===== config.mk =====
export PLATFORM = sky130hd
export DESIGN_NAME = uop_sequencer
export DESIGN_NICKNAME = d
export VERILOG_FILES = /design/src/rtl/uop_pkg.sv /design/src/rtl/uop_queue.sv /design/src/rtl/uop_sequencer.sv
export SDC_FILE = /design/constraint.sdc
export NUM_CORES = 1
export LEC_CHECK = 0
export ABC_AREA = 1
export BUFFER_PORTS_ARGS = -buffer_cell sky130_fd_sc_hd__buf_2
export CAP_MARGIN = 30
export CORE_MARGIN = 2
export CORE_UTILIZATION = 40
export CTS_BUF_LIST = sky130_fd_sc_hd__clkbuf_2 sky130_fd_sc_hd__clkbuf_4 sky130_fd_sc_hd__clkbuf_8
export CTS_CLUSTER_SIZE = 12
export DETAILED_ROUTE_END_ITERATION = 8
export PLACE_DENSITY = 0.63
export SYNTH_ARGS = -nofsm -noshare
export SYNTH_HDL_FRONTEND = slang
export SYNTH_SLANG_ARGS = --single-unit

===== constraint.sdc =====
create_clock -name clk -period 5.85 [get_ports clk]
set_input_delay 0.8775 -clock clk [delete_from_list [all_inputs] [get_ports clk]]
set_output_delay 0.8775 -clock clk [all_outputs]
set_load 0.01 [all_outputs]

===== src/rtl/uop_pkg.sv =====
// Shared definitions for the uop sequencer: queue depth, instruction field
// positions within a uop, and the sequencer state encoding.
package uop_pkg;

  localparam int UOP_Q_DEPTH = 4;
  localparam int UOP_Q_CW    = $clog2(UOP_Q_DEPTH + 1);
  localparam int INSN1_LSB   = 0;
  localparam int INSN2_LSB   = 32;

  typedef enum logic {
    SEQ_IDLE,
    SEQ_RUN
  } seq_state_e;

endpackage


===== src/rtl/uop_queue.sv =====
// Small synchronous FIFO of {pc, uop} pairs between the uop buffer read
// pipeline and the downstream consumer. Flush empties it in one edge.
module uop_queue
  import uop_pkg::*;
#(
  parameter int AW = 7,
  parameter int DW = 64
) (
  input  logic                clk,
  input  logic                reset,
  input  logic                flush,
  input  logic                push,
  input  logic [AW-1:0]       push_pc,
  input  logic [DW-1:0]       push_uop,
  input  logic                pop,
  output logic [UOP_Q_CW-1:0] count,
  output logic [AW-1:0]       head_pc,
  output logic [DW-1:0]       head_uop
);

  localparam int PW = $clog2(UOP_Q_DEPTH);

  logic [AW-1:0]       r_pc  [UOP_Q_DEPTH];
  logic [DW-1:0]       r_uop [UOP_Q_DEPTH];
  logic [PW-1:0]       r_wr_ptr;
  logic [PW-1:0]       r_rd_ptr;
  logic [UOP_Q_CW-1:0] r_count;

  always_ff @(posedge clk) begin
    if (reset || flush) begin
      r_wr_ptr <= '0;
      r_rd_ptr <= '0;
      r_count  <= '0;
    end else begin
      if (push) r_wr_ptr <= r_wr_ptr + PW'(1);
      if (pop)  r_rd_ptr <= r_rd_ptr + PW'(1);
      r_count <= r_count + UOP_Q_CW'(push) - UOP_Q_CW'(pop);
    end
  end

  // Storage carries data only, so it is left out of reset.
  always_ff @(posedge clk) begin
    if (push && !flush) begin
      r_pc[r_wr_ptr]  <= push_pc;
      r_uop[r_wr_ptr] <= push_uop;
    end
  end

  assign count    = r_count;
  assign head_pc  = r_pc[r_rd_ptr];
  assign head_uop = r_uop[r_rd_ptr];

endmodule


===== src/rtl/uop_sequencer.sv =====
// Walks a bounded run of uop buffer addresses, tracks the 1-cycle read,
// queues returning uops and hands them downstream as 32-bit instruction pairs.
module uop_sequencer
  import uop_pkg::*;
#(
  parameter int  UOP_BUF_SIZE  = 128,
  parameter int  UOP_BUF_WIDTH = 64,
  parameter int  RESET_ADDR    = 0,
  localparam int AW            = $clog2(UOP_BUF_SIZE)
) (
  input  logic                     clk,
  input  logic                     reset,
  input  logic                     start,
  input  logic [AW-1:0]            start_addr,
  input  logic [AW:0]              start_len,
  input  logic                     redirect,
  input  logic [AW-1:0]            redirect_addr,
  input  logic [AW:0]              redirect_len,
  output logic [AW-1:0]            uop_addr,
  input  logic [UOP_BUF_WIDTH-1:0] uop,
  output logic                     out_valid,
  input  logic                     out_ready,
  output logic [31:0]              instruction_1,
  output logic [31:0]              instruction_2,
  output logic [AW-1:0]            out_pc,
  output logic                     busy,
  output logic                     done
);

  localparam int UW = UOP_Q_CW + 1;

  seq_state_e r_state;
  seq_state_e w_state_nxt;

  logic [AW-1:0]            r_uop_addr;
  logic [AW-1:0]            r_next_addr;
  logic [AW:0]              r_remaining;
  logic                     r_vld_p0;
  logic                     r_vld_p1;
  logic [AW-1:0]            r_pc_p1;
  logic [UOP_Q_CW-1:0]      w_count;
  logic [AW-1:0]            w_head_pc;
  logic [UOP_BUF_WIDTH-1:0] w_head_uop;
  logic [UW-1:0]            w_used;
  logic                     w_pop;
  logic                     w_issue;
  logic                     w_start_go;
  logic                     w_start_issue;
  logic                     w_drained;
  logic                     w_done;

  assign out_valid = (w_count != '0);
  assign w_pop     = out_valid && out_ready;

  // Slots committed after this edge: queue survivors plus reads still in flight.
  assign w_used = UW'(w_count) - UW'(w_pop) + UW'(r_vld_p0) + UW'(r_vld_p1);

  assign w_start_go    = (r_state == SEQ_IDLE) && start && !redirect;
  assign w_start_issue = w_start_go && (start_len != '0);
  assign w_issue       = (r_state == SEQ_RUN) && (r_remaining != '0) &&
                         (w_used < UW'(UOP_Q_DEPTH)) && !redirect;
  assign w_drained     = (r_remaining == '0) && (w_used == '0);

  always_ff @(posedge clk) begin
    if (reset) r_state <= SEQ_IDLE;
    else       r_state <= w_state_nxt;
  end

  always_comb begin
    w_state_nxt = r_state;
    w_done      = 1'b0;
    case (r_state)
      SEQ_IDLE: if (start) w_state_nxt = SEQ_RUN;
      SEQ_RUN: begin
        if (w_drained) begin
          w_state_nxt = SEQ_IDLE;
          w_done      = 1'b1;
        end
      end
      default: w_state_nxt = SEQ_IDLE;
    endcase
    if (redirect) begin
      w_state_nxt = SEQ_RUN;
      w_done      = 1'b0;
    end
  end

  // p0: address presented to the uop buffer this cycle.
  always_ff @(posedge clk) begin
    if (reset) begin
      r_uop_addr  <= AW'(RESET_ADDR);
      r_next_addr <= AW'(RESET_ADDR);
      r_remaining <= '0;
      r_vld_p0    <= 1'b0;
      r_vld_p1    <= 1'b0;
    end else if (redirect) begin
      r_next_addr <= redirect_addr;
      r_remaining <= redirect_len;
      r_vld_p0    <= 1'b0;
      r_vld_p1    <= 1'b0;
    end else begin
      r_vld_p0 <= w_start_issue || w_issue;
      r_vld_p1 <= r_vld_p0;
      if (w_start_issue) begin
        r_uop_addr  <= start_addr;
        r_next_addr <= start_addr + AW'(1);
        r_remaining <= start_len - (AW + 1)'(1);
      end else if (w_start_go) begin
        r_next_addr <= start_addr;
        r_remaining <= '0;
      end else if (w_issue) begin
        r_uop_addr  <= r_next_addr;
        r_next_addr <= r_next_addr + AW'(1);
        r_remaining <= r_remaining - (AW + 1)'(1);
      end
    end
  end

  // p1: read data for this address is on uop; pushed into the queue next edge.
  always_ff @(posedge clk) begin
    r_pc_p1 <= r_uop_addr;
  end

  uop_queue #(
    .AW(AW),
    .DW(UOP_BUF_WIDTH)
  ) u_queue (
    .clk      (clk),
    .reset    (reset),
    .flush    (redirect),
    .push     (r_vld_p1),
    .push_pc  (r_pc_p1),
    .push_uop (uop),
    .pop      (w_pop),
    .count    (w_count),
    .head_pc  (w_head_pc),
    .head_uop (w_head_uop)
  );

  assign uop_addr      = r_uop_addr;
  assign instruction_1 = out_valid ? w_head_uop[INSN1_LSB +: 32] : '0;
  assign instruction_2 = out_valid ? w_head_uop[INSN2_LSB +: 32] : '0;
  assign out_pc        = out_valid ? w_head_pc : '0;
  assign busy          = (r_state == SEQ_RUN);
  assign done          = w_done && !reset;

endmodule


Word level (Yosys, flattened, before mapping)
Memory sizes are Yosys's and may differ from the RTL's. A register that Yosys moved wholly into a read port is not among the register bits.
Cells that the tools add are included.
{"block": "totals", "reg_bits": 39, "mem_bits_rw": 284, "in_bits": 99, "out_inout_bits": 81, "wordCells": 77, "mem_count": 2}
{"block": "classes", "addsub": 11, "n_lt_le_gt_ge": 1, "n_eq_ne": 1, "n_mux": 27, "n_bitwise": 2, "n_reduce_logical": 23}
{"memory": "u_queue.r_uop", "depth": 4, "word_bits": 64, "rd": 1, "rd_ports_with_merged_regs": 1, "wr": 1, "line_no": "uop_queue.sv:24", "source": "logic [DW-1:0] r_uop [UOP_Q_DEPTH];"}
{"memory": "u_queue.r_pc", "depth": 4, "word_bits": 7, "rd": 1, "rd_ports_with_merged_regs": 1, "wr": 1, "line_no": "uop_queue.sv:23", "source": "logic [AW-1:0] r_pc [UOP_Q_DEPTH];"}
{"operator": "2-to-1 mux 32 bit", "n": 2}
{"operator": "2-to-1 mux 7 bit", "n": 8}
{"operator": "2-to-1 mux 8 bit", "n": 4}
{"operator": "nonzero test 8 bit", "n": 2}
{"operator": "subtractor 8 x 1 -> 8 bit (second input constant)", "n": 2}
{"operator": "adder 7 x 1 -> 7 bit (second input constant)", "n": 2}
{"operator": "logical AND 1 bit", "n": 10}
{"operator": "adder 4 x 1 -> 4 bit", "n": 2}
{"operator": "zero test 8 bit", "n": 1}
{"operator": "2-to-1 mux 1 bit", "n": 8}
{"operator": "2-to-1 mux 2 bit", "n": 4}
{"operator": "adder 2 x 1 -> 2 bit (second input constant)", "n": 2}
{"operator": "zero test 4 bit", "n": 1}
{"operator": "less-than comparator 4 x 3 -> 1 bit (second input constant)", "n": 1}
{"operator": "nonzero test 4 bit", "n": 1}
{"operator": "subtractor 3 x 1 -> 4 bit", "n": 1}
{"operator": "adder 3 x 1 -> 3 bit", "n": 1}
{"operator": "AND reduction 3 bit", "n": 1}
{"operator": "nonzero test 3 bit", "n": 1}
{"operator": "subtractor 3 x 1 -> 3 bit", "n": 1}
{"operator": "zero test 1 bit", "n": 2}
{"operator": "logical OR 1 bit", "n": 2}
{"operator": "inequality test 2 x 1 -> 1 bit (second input constant)", "n": 1}
{"operator": "inverter 1 bit", "n": 2}
{"operator": "other kinds (3)", "n": 3}

Longest topological paths before layout
Gate-level depths: netlist of run 1.
{"block": "logic_depth", "ltp_word": 12, "ltp_mapped": 17}

Cells and area by module
From an unflattened synthesis of run 1, not the netlist that was laid out.
{"block": "unflattened", "cells_unflattened": 1312, "hier_area_um2": 13999.7}
{"module": "uop_queue", "instances": 1, "cells_per_inst": 818, "area_per_inst_um2": 11193.2, "seq_area_each_um2": 8708.4}
{"module": "uop_sequencer", "instances": 1, "cells_per_inst": 494, "area_per_inst_um2": 2806.4, "seq_area_each_um2": 640.6}

Worst setup path before layout of run 1
No wires, ideal clock.
{"block": "synth_timing", "path_kind": "input port to flip-flop", "startpoint": "in redirect", "endpoint": "mem u_queue.r_pc[0][0] (enable)", "t_arrival_ns": 4.420, "required_ns": 5.349, "path_slack_ns": 0.929, "stages": 4, "path_buffers": 1, "path_cell_list": "inv_2 -> clkbuf_1 -> nand2_1 -> nor2_1"}
{"block": "synth_between", "elab_chain_len": 4}
{"item": "from (decl)", "line_no": "uop_sequencer.sv:16", "source": "input logic redirect,"}
{"item": "zero test 1 bit", "line_no": "uop_queue.sv:43", "source": "if (push && !flush) begin"}
{"item": "logical AND 1 bit", "line_no": "uop_queue.sv:43"}
{"item": "2-to-1 mux 1 bit", "line_no": "uop_queue.sv:43"}
{"item": "2-to-1 mux 1 bit (not written as such)", "line_no": "uop_queue.sv:44", "source": "r_pc[r_wr_ptr] <= push_pc;"}
{"item": "to (decl)", "line_no": "uop_queue.sv:23"}
Every way passes these cells.

Worst setup path in the final report of run 1
{"block": "layout_timing", "startpoint": "reg u_queue.r_count[0] (netlist: u_queue.count[0])", "endpoint": "out done"}
{"block": "layout_between", "elab_chain_len": 11}
{"item": "from (decl)", "line_no": "uop_queue.sv:27", "source": "logic [UOP_Q_CW-1:0] r_count;"}
{"item": "from (signal assigned)", "line_no": "uop_queue.sv:37", "source": "r_count <= r_count + UOP_Q_CW'(push) - UOP_Q_CW'(pop);"}
{"item": "nonzero test 3 bit", "line_no": "uop_sequencer.sv:52", "source": "assign out_valid = (w_count != '0);"}
{"item": "logical AND 1 bit", "line_no": "uop_sequencer.sv:53", "source": "assign w_pop = out_valid && out_ready;"}
{"item": "subtractor 3 x 1 -> 4 bit (*)", "line_no": "uop_sequencer.sv:56", "source": "assign w_used = UW'(w_count) - UW'(w_pop) + UW'(r_vld_p0) + UW'(r_vld_p1);"}
{"item": "adder 4 x 1 -> 4 bit (*) (2 in series)", "line_no": "uop_sequencer.sv:56"}
{"item": "zero test 4 bit (*)", "line_no": "uop_sequencer.sv:62", "source": "assign w_drained = (r_remaining == '0) && (w_used == '0);"}
{"item": "logical AND 1 bit (*)", "line_no": "uop_sequencer.sv:62"}
{"item": "2-to-1 mux 1 bit (*)", "line_no": "uop_sequencer.sv:75", "source": "if (w_drained) begin"}
{"item": "2-to-1 mux 1 bit (*)", "line_no": "uop_sequencer.sv:72", "source": "case (r_state)"}
{"item": "2-to-1 mux 1 bit (*)", "line_no": "uop_sequencer.sv:82", "source": "if (redirect) begin"}
{"item": "logical AND 1 bit (*)", "line_no": "uop_sequencer.sv:145", "source": "assign done = w_done && !reset;"}
{"item": "to (decl)", "line_no": "uop_sequencer.sv:27", "source": "output logic done"}
Mark *: on every way between the ends. The rest lies on a longest branch, timed or not.

==> results of run 1 <==
sequential cells by signal, summed over array words and instances, names as in the netlist, named ones only:
signal / flops
u_queue.r_rd_ptr: 2
uop_addr: 7
u_queue.count: 3
u_queue.r_pc: 28
r_remaining: 8
busy: 1
r_next_addr: 7
r_pc_p1: 7
u_queue.r_uop: 256
r_vld_p1: 1
r_vld_p0: 1
u_queue.r_wr_ptr: 2
layer usage:
layer / GRT usage (%) / up-vias / share of wire, %
met5: 0 / - / 0.068
li1: - / 4669 / -
met2: 28.7 / 268 / 47
met3: 4.00 / 47 / 6.9
met1: 22.8 / 4510 / 44
met4: 4.81 / 4 / 1.7
power by group through the flow:
| stage | clock [mW] | combinational (mW) | sequential [mW] |
|---|---|---|---|
| final | 2.08 | 0.285 | 2.57 |
| after global routing | 2.25 | 0.323 | 2.58 |
| after CTS | 2.14 | 0.286 | 2.57 |
| after detailed placement | 0 | 0.285 | 2.62 |
| after global placement | 0 | 0.280 | 2.62 |
| after floorplan | 0 | 0.178 | 2.62 |
stage by stage:
stage / worst slack (ns) / total power, mW / hold WS (ns)
6_report: 1.57 / 4.94 / 0.398
5_1_grt: 1.26 / 5.15 / 0.402
4_1_cts: 1.49 / 5.00 / 0.396
3_5_place_dp: 1.81 / 2.91 / 0.387
3_3_place_gp: 1.79 / 2.90 / 0.388
2_1_floorplan: 0.929 / 2.80 / 0.394
logic make-up (layout without fill, tap and decap cells):
logic type / Yosys count / count (layout)
buf+inv: 117 / 338
compound gates: 268 / 268
flops: 325 / 325
other cells: 0 / 1
xor+xnor: 10 / 10
fa+ha+maj: 16 / 16
simple gates: 511 / 511
cell usage after synthesis (3+ instances only):
library cell / n
inv_1: 43
nand4_1: 4
inv_2: 9
edfxtp_1: 284
nor2_2: 3
o21bai_1: 5
buf_1: 4
xor2_1: 5
xnor2_1: 5
dfxtp_1: 41
nor3b_1: 3
buf_2: 14
clkbuf_1: 41
buf_6: 3
nand2_1: 99
nand3_1: 36
fa_1: 3
a21oi_1: 86
ha_1: 13
o21ai_0: 153
nand2_2: 5
nor2_4: 5
o21ai_1: 18
nor2_1: 344
cell type report:
| cell class | instances | area share (%) |
|---|---|---|
| well taps | 448 | 3.47 |
| clock inverters | 18 | 1.31 |
| diodes | 1 | 0.0155 |
| multi-input cells | 805 | 23.9 |
| repair buffers | 193 | 6.43 |
| flip-flops and latches | 325 | 57.9 |
| inverters | 53 | 1.25 |
| clock buffers | 74 | 5.72 |
worst paths after layout:
check / cells past startpoint / from / end / slack [ns]
max: 14 / u_queue.count[0] / done / 1.57
min: 0 / uop_addr[2] / r_pc_p1[2] / 0.40
max reg2reg: 16 / u_queue.count[0] / r_remaining[6] / 2.77
min reg2reg: 0 / uop_addr[2] / r_pc_p1[2] / 0.40
worst register-to-register path, delay by kind of cell (launching register included):
family,cells,cell delay (ns)
and+or+nand+nor,8,1.10
DFF,1,0.38
adders and majority gates,2,0.80
AOI/OAI and AO/OA,1,0.19
buffers and inverters,4,0.33
xor gates and xnor gates,1,0.17
==> reports/qor.csv, run 1 <==
stage,metric,value,unit
outcome,outcome,"complete, no violations",
yosys,ys_types,40,
layout,drive_above_1_share,21.8,%
power,p_comb_share,5.8,%
timing,finalHoldViolations,0,
yosys,yosysWarningCount,0,
timing,finClkSkew,0.0126,ns
worst_setup_path,crit_arrival,3.40,ns
global_route,grt-ovfl-total,0,
clock_network,htree_levels,2,
clock_network,cts_tree,yes,
layout,finalInstanceArea,16200,µm²
clock_network,cts_sinks,325,
yosys,syn-mean-instance-area,11.0,µm²
worst_setup_path,required,4.97,ns
timing,drv_slew,0,
layout,fin_cells,1917,
routing,antenna_left,0,
routing,vias,9498,
yosys,synth_compound_area_share,10.2,%
worst_setup_path,critPathMaxStageDelay,0.41,ns
yosys,ys_ff_latch,325,
timing,final-setup-viol-count,0,
worst_setup_path,path_cells,nor3_4 -> inv_2 -> nand2_2 -> inv_2 -> nand2_1 -> nand2_1 -> fa_1 -> fa_1 -> xnor2_1 -> inv_1 -> a21oi_4 -> nand2_1 -> nor4_1 -> buf_2,
power,clkPwrFrac,42.1,%
power,power_density,306,nW/µm²
worst_setup_path,crit_path_frequent_cell,nand2_1,
worst_setup_path,crit_slowest_cell,fa_1,
layout,multiInputGateArea,3860,µm²
yosys,synth_seq_area_share,68.4,%
timing,fin_crit_sh,73.2,%
layout,fillerInstances,3094,
layout,post-route-util,48.1,%
yosys,synth_top_cell_by_area,edfxtp_1,
yosys,yosys-mux-area-fraction,0,%
yosys,synth_top_family_by_area,simple AND/OR/NAND/NOR gates,
floorplanning,initial_core_util,40.7,%
routing,viasPerCell,4.95,
yosys,syn_nets,1362,
yosys,yosys.area_share.adder,1.63,%
floorplanning,ios,180,
floorplanning,rows,67,
global_route,grt_use_total,17.3,%
yosys,ys_top_cells_by_area,"edfxtp_1 (62%), nor2_1 (9.4%), dfxtp_1 (6.0%), o21ai_0 (5.6%), a21oi_1 (3.1%)",
worst_setup_path,worstSetupPathType,flop to output pin,
yosys,synth_edf_count,284,
clock_network,cts_resized,0,
floorplanning,core-area,33600,µm²
placement,routabilityCongestion,0.830,
timing,fin_crit,4.28,ns
clock_network,cts_buffers,52,
power,leakagePower,6.20,nW
layout,layout_common_cells,"nor2_1 (340), edfxtp_1 (284), buf_2 (179), o21ai_0 (153), nand2_1 (99)",
power,ir_worst_vdd,131,µV
routing,dr.pass1.iters,5,
yosys,async_flop_share,0,%
worst_setup_path,cp-start-kind,flop,
global_route,grt_pass1_wl,48800,µm
floorplanning,dieArea,35700,µm²
power,power_frac_seq,52.1,%
routing,wl,30800,µm
clock_network,clk_latency,0.58,ns
worst_setup_path,critPathCaptureType,output pin,
clock_network,root_buffer,clkbuf_8,
timing,max_slew_margin,33.3,%
yosys,synthSimpleGateAreaFrac,15.6,%
placement,io_buffers,179,
routing,wl_per_cell,16.1,µm
yosys,ys_dominant_reg_cell,edfxtp_1,
layout,final_common_cell,nor2_1,
yosys,synth_area,13700,µm²
job,max_cap_violations,0,
power,switching_share,21.3,%
timing,fin_tns_setup,0,ns
yosys,yosysTopAreaCellShare,62.4,%
worst_setup_path,cp_top_family,simple AND/OR/NAND/NOR gates,
routing,route.detailed.drc,0,
timing,worst_pin_slew,1.00,ns
min_path,hold_class,flop to flop,
yosys,synth-xor-area-share,0.641,%
clock_network,post_cts_buffers,0,
clock_network,clkTransAtPathRegs,0.06,ns
timing,rsz0062_at_grt,no,
worst_setup_path,crit_fanout,4,
placement,dp_hpwl,17700,µm
placement,place_inst,1824,
global_route,grt_max_degree,83,
timing,fmax,234,MHz
global_route,antenna_found_initial,3,
layout,seqCellArea,9350,µm²
clock_network,clockBufferDepth,3,
routing,drt_iter0_drc,479,
layout,area_growth,18.2,%
floorplanning,die_w,189,µm
global_route,grt_pass1_vias,9489,
placement,place_area,15000,µm²
layout,num-nets-final,1545,
power,p_sw,1.05,mW
yosys,synth_cells,1247,
power,p_int,3.89,mW
clock_network,postCtsHoldBufs,0,
worst_setup_path,crit_buf_inv,4,
floorplanning,die_h,189,µm
No activity file was read; power rests on OpenSTA's default activity.
==> run 2: changes to the inputs <==
Settings changed: PLACE_DENSITY 0.63 to 0.65.
Clock period 5.85 ns to 3.87 ns, I/O delays scaled along.
==> reports/qor.csv, run 2 (same netlist as run 1, synthesis figures left out) <==
stage,metric,value,unit,change
layout,fin_cells,1925,,+0.42%
layout,fillerInstances,3057,,-1.2%
power,finalPower,7.07,mW,+43%
power,p_sw,1.58,mW,+50%
timing,finClkSkew,0.0221,ns,+0.00945 ns
placement,place_ws,0.382,ns,-1.43 ns
timing,final-setup-viol-count,0,,unchanged
power,switching_share,22.4,%,+1.1 points
layout,multiInputGateArea,3880,µm²,+0.58%
worst_setup_path,crit_arrival,3.04,ns,-0.36 ns
placement,place_inst,1826,,+0.11%
layout,num-nets-final,1549,,+0.26%
worst_setup_path,crit_fanout,4,,unchanged
min_path,hold_class,input pin to flop,,
worst_setup_path,cp-start-kind,flop,,
global_route,antenna_found_initial,2,,-1
placement,dp_hpwl,17700,µm,+0.24%
power,p_comb_share,6.1,%,+0.3 points
clock_network,htree_levels,2,,unchanged
job,max_cap_violations,0,,unchanged
power,p_int,5.49,mW,+41%
power,power_density,441,nW/µm²,+44%
global_route,grt_pass1_vias,9237,,-2.7%
routing,viasPerCell,4.94,,-0.32%
layout,drive_above_1_share,22.2,%,+0.42 points
worst_setup_path,critPathCaptureType,output pin,,
placement,routabilityCongestion,0.853,,+2.7%
worst_setup_path,worstSetupPathType,flop to output pin,,
power,clkPwrFrac,38.7,%,-3.4 points
clock_network,cts_tree,yes,,
routing,antenna_left,0,,unchanged
worst_setup_path,crit_path_frequent_cell,nand2_2,,
global_route,grt_use_total,16.8,%,-0.50 points
routing,wl,30600,µm,-0.50%
floorplanning,ios,180,,unchanged
layout,layout_common_cells,"nor2_1 (340), edfxtp_1 (284), buf_2 (179), o21ai_0 (153), nand2_1 (97)",,
layout,reg_top3,"u_queue.r_uop: 256 flops, u_queue.r_pc: 28 flops, r_remaining: 8 flops",,
layout,seqCellArea,9360,µm²,about the same
layout,regMostFlops,u_queue.r_uop,,
timing,finalHoldViolations,0,,unchanged
placement,io_buffers,179,,unchanged
routing,wl_per_cell,15.9,µm,-0.92%
layout,finalInstanceArea,16000,µm²,-0.71%
clock_network,clk_latency,0.57,ns,about the same
routing,vias,9507,,+0.095%
clock_network,cts_buffers,53,,+1.9%
timing,fin_crit_sh,93.7,%,
layout,largest_register_ffs,256,,unchanged
worst_setup_path,crit_buf_inv,4,,unchanged
layout,area_growth,17.4,%,
global_route,grt_max_degree,105,,+27%
worst_setup_path,required,3.29,ns,-1.68 ns
timing,fmax,276,MHz,
worst_setup_path,path_cells,nor3_4 -> inv_2 -> nand2_2 -> inv_2 -> nand2_2 -> nand2_1 -> fa_2 -> fa_1 -> xnor2_1 -> inv_1 -> a21oi_4 -> nand2_2 -> nor4_4 -> buf_2,,
timing,worst_pin_slew,1.01,ns,+0.0134 ns
floorplanning,die_h,189,µm,unchanged
routing,route.detailed.drc,0,,unchanged
floorplanning,core-area,33600,µm²,unchanged
floorplanning,die_w,189,µm,unchanged
clock_network,root_buffer,clkbuf_8,,
routing,dr.pass1.iters,5,,unchanged
clock_network,cts_sinks,325,,unchanged
global_route,grt-ovfl-total,0,,unchanged
timing,layout_setup_ws,0.245,ns,-1.32 ns
global_route,grt_pass1_wl,47400,µm,-2.8%
clock_network,clkTransAtPathRegs,0.06,ns,about the same
floorplanning,rows,67,,unchanged
timing,fin_crit,3.62,ns,
timing,drv_slew,0,,unchanged
power,ir_worst_vdd,231,µV,+76%
layout,final_common_cell,nor2_1,,
worst_setup_path,cp_top_family,adder cells,,
worst_setup_path,crit_slowest_cell,fa_1,,
floorplanning,initial_core_util,40.7,%,unchanged
power,power_frac_seq,55.1,%,+3.0 points
timing,rsz0062_at_grt,no,,
floorplanning,dieArea,35700,µm²,unchanged
clock_network,clockBufferDepth,3,,unchanged
outcome,outcome,"complete, no violations",,
timing,max_slew_margin,32.5,%,-0.89 points
placement,place_area,15000,µm²,about the same
routing,drt_iter0_drc,553,,+15%
power,leakagePower,6.14,nW,-0.93%
worst_setup_path,critPathMaxStageDelay,0.39,ns,-0.02 ns
==> run 2: cell type report <==
type / count / area share [%]
tap: 448 / 3.49
clock inverter: 25 / 0.757
multi-input combinational: 805 / 24.2
antenna: 1 / 0.0156
sequential: 325 / 58.3
timing repair buffer: 196 / 6.46
inverter: 53 / 1.26
clock buffer: 72 / 5.48
==> run 2: routing by layer <==
layer / wire [µm] / share of wire, % / GRT usage [%] / up-vias
li1: - / - / - / 4686
met1: 13500 / 44 / 21.6 / 4520
met2: 14700 / 48 / 28.9 / 255
met3: 1990 / 6.5 / 3.50 / 44
met4: 489 / 1.6 / 4.75 / 2
met5: 9 / 0.029 / 0 / -
==> run 2: path summary, 6_finish.rpt <==
path,start,end,slack [ns],cells past startpoint
worst min-delay path,uop[37],u_queue.r_uop[1][37],0.23,1
worst min register to register,uop_addr[0],r_pc_p1[0],0.39,0
worst max register to register,u_queue.count[1],r_remaining[4],0.94,17
worst max-delay path,u_queue.count[1],done,0.25,14
==> run 2: metrics by stage <==
step	utilization [%]	hold WS, ns	setup TNS, ns
after floorplan	-	0.394	-214.21
after CTS	47.7	0.182	0
final	47.7	0.227	0
after detailed placement	44.6	0.383	0
after global placement	44.6	0.376	0
after global routing	47.7	0.193	0
==> run 2: timing repair <==
item / 4_1_cts / 5_1_grt
hold buffers: 0 / 0
pin swaps: 1 / 3
resized for setup: 3 / 4
setup endpoints to repair: 1 / 1
buffers inserted: 1 / 0
==> run 2: power by group through the flow <==
stage	Clock (mW)	Combinational, mW	Sequential [mW]
finish	2.74	0.435	3.89
global route	2.98	0.492	3.90
CTS	2.81	0.433	3.89
detailed placement	0	0.429	3.97
global placement	0	0.420	3.97
floorplan	0	0.269	3.96
==> run 3: changes to the inputs <==
Settings changed: ABC_CLOCK_PERIOD_IN_PS set to 3870, CELL_PAD_IN_SITES_DETAIL_PLACEMENT set to 0, CELL_PAD_IN_SITES_GLOBAL_PLACEMENT set to 1, PLACE_DENSITY 0.65 to 0.78.
==> reports/qor.csv, run 3 (same netlist as run 1, synthesis figures left out) <==
stage,metric,value,unit,change
outcome,outcome,"complete, no violations",,
worst_setup_path,crit_arrival,3.13,ns,+0.09 ns
floorplanning,die_h,189,µm,unchanged
global_route,grt_use_total,17.5,%,+0.72 points
timing,fin_crit,3.71,ns,+0.0900 ns
timing,worst_pin_slew,1.01,ns,-0.00110 ns
timing,fin_tns_setup,0,ns,unchanged
routing,dr.pass1.iters,7,,+2
floorplanning,die_w,189,µm,unchanged
power,clkPwrFrac,39.4,%,+0.7 points
floorplanning,ios,180,,unchanged
power,p_sw,1.57,mW,-1.1%
routing,antenna_left,0,,unchanged
routing,viasPerCell,4.93,,-0.20%
timing,max_slew_margin,32.5,%,+0.073 points
layout,post-route-util,47.9,%,+0.19 points
timing,finalHoldViolations,0,,unchanged
routing,drt_iter0_drc,645,,+17%
floorplanning,initial_core_util,40.7,%,unchanged
power,p_int,5.58,mW,+1.7%
power,leakagePower,6.17,nW,+0.36%
routing,vias,9458,,-0.52%
floorplanning,dieArea,35700,µm²,unchanged
clock_network,cts_buffers,51,,-3.8%
power,ir_worst_vdd,210,µV,-8.9%
placement,io_buffers,179,,unchanged
worst_setup_path,crit_fanout,4,,unchanged
placement,dp_hpwl,17700,µm,about the same
clock_network,clockBufferDepth,3,,unchanged
timing,finClkSkew,0.0125,ns,-0.00960 ns
layout,area_growth,17.8,%,
power,switching_share,21.9,%,-0.47 points
layout,fin_cells,1919,,-0.31%
timing,layout_setup_ws,0.155,ns,-0.0900 ns
placement,place_inst,1825,,-0.055%
clock_network,postCtsHoldBufs,0,,unchanged
job,max_cap_violations,0,,unchanged
timing,drv_slew,0,,unchanged
layout,layout_common_cells,"nor2_1 (340), edfxtp_1 (284), buf_2 (179), o21ai_0 (153), nand2_1 (96)",,
clock_network,root_buffer,clkbuf_8,,
timing,final-setup-viol-count,0,,unchanged
worst_setup_path,cp-start-kind,flop,,
floorplanning,rows,67,,unchanged
layout,drive_above_1_share,22.5,%,+0.29 points
floorplanning,core-area,33600,µm²,unchanged
layout,num-nets-final,1548,,-0.065%
power,p_comb_share,6.2,%,about the same
clock_network,cts_tree,yes,,
global_route,grt_pass1_wl,49200,µm,+3.9%
clock_network,clk_latency,0.57,ns,about the same
global_route,antenna_found_initial,1,,-1
min_path,hold_class,input pin to flop,,
clock_network,htree_levels,2,,unchanged
clock_network,cts_sinks,325,,unchanged
routing,wl,31300,µm,+2.1%
power,power_frac_seq,54.5,%,-0.6 points
worst_setup_path,critPathCaptureType,output pin,,
worst_setup_path,worstSetupPathType,flop to output pin,,
layout,final_common_cell,nor2_1,,
routing,wl_per_cell,16.3,µm,+2.4%
worst_setup_path,required,3.29,ns,about the same
layout,largest_register_ffs,256,,unchanged
global_route,grt-ovfl-total,0,,unchanged
power,power_density,444,nW/µm²,+0.69%
placement,place_ws,0.351,ns,-0.0308 ns
global_route,grt_pass1_vias,9339,,+1.1%
clock_network,clkTransAtPathRegs,0.06,ns,about the same
timing,fin_crit_sh,96.0,%,+2.3 points
layout,regMostFlops,u_queue.r_uop,,
layout,reg_top3,"u_queue.r_uop: 256 flops, u_queue.r_pc: 28 flops, r_remaining: 8 flops",,
global_route,grt_max_degree,143,,+36%
routing,route.detailed.drc,0,,unchanged
placement,routabilityCongestion,0.819,,-4.0%
timing,fmax,269,MHz,-2.4%
==> run 3: cell types whose count changed in the layout (fill, tap and decap cells not counted), sizes merged <==
| cell | previous run | this run |
|---|---|---|
| buf | 196 | 197 |
| bufinv | 0 | 1 |
| clkbuf | 72 | 77 |
| clkinv | 25 | 12 |
==> run 3: cell type report <==
type,instances,area (µm²)
Fill cell,3112,17500
Sequential cell,325,9360
Multi-Input combinational cell,805,3900
Timing Repair Buffer,197,1080
Clock buffer,77,916
Tap cell,448,561
Inverter,53,203
Clock inverter,13,82.6
Antenna cell,1,2.50
==> run 3: what timing repair did <==
| item | in CTS | in global routing |
|---|---|---|
| pin swaps | 0 | 5 |
| resized for setup | 3 | 10 |
| setup buffers | 1 | 2 |
| hold endpoints to repair | 0 | 0 |
| endpoints found under the setup margin | 1 | 1 |
==> run 3: final timing paths <==
kind | from | endpoint | slack [ns] | depth (start not counted)
setup reg to reg | u_queue.count[2] | r_remaining[4] | 0.88 | 18
hold / removal | uop[34] | u_queue.r_uop[3][34] | 0.22 | 1
hold reg to reg | uop_addr[4] | r_pc_p1[4] | 0.37 | 0
setup / recovery | u_queue.count[2] | done | 0.16 | 14
==> run 3: metrics by stage <==
| stage | cell area, µm² | total power, mW | hold slack [ns] |
|---|---|---|---|
| 2_1_floorplan | 13700 | 4.23 | 0.394 |
| 3_3_place_gp | 15000 | 4.39 | 0.372 |
| 3_5_place_dp | 15000 | 4.40 | 0.369 |
| 4_1_cts | 16100 | 7.23 | 0.173 |
| 5_1_grt | 16100 | 7.43 | 0.191 |
| 6_report | 16100 | 7.14 | 0.218 |
==> run 3: worst max-delay path, cell delays in order, from the launching register on <==
cell and delay (ns):
dfxtp_4 0.35, nor3_4 0.20, inv_2 0.07, nand2_4 0.08, inv_2 0.06, nand2_4 0.07
nand2_2 0.06, fa_2 0.41, fa_2 0.36, xnor2_1 0.14, inv_1 0.08, a21oi_4 0.13
nand2_2 0.09, nor4_4 0.28, buf_2 0.19
==> run 3: metal layers <==
layer | routed length (µm) | track usage (%)
met4 | 581 | 4.69
met1 | 13800 | 22.6
met3 | 1890 | 3.46
met2 | 14900 | 30.2
met5 | 13 | 0
==> run 3: power by group through the flow <==
stage	Combinational, mW	Sequential, mW	Clock (mW)
floorplan	0.269	3.96	0
global placement	0.425	3.96	0
detailed placement	0.434	3.96	0
CTS	0.439	3.89	2.90
global route	0.502	3.89	3.04
finish	0.441	3.89	2.81
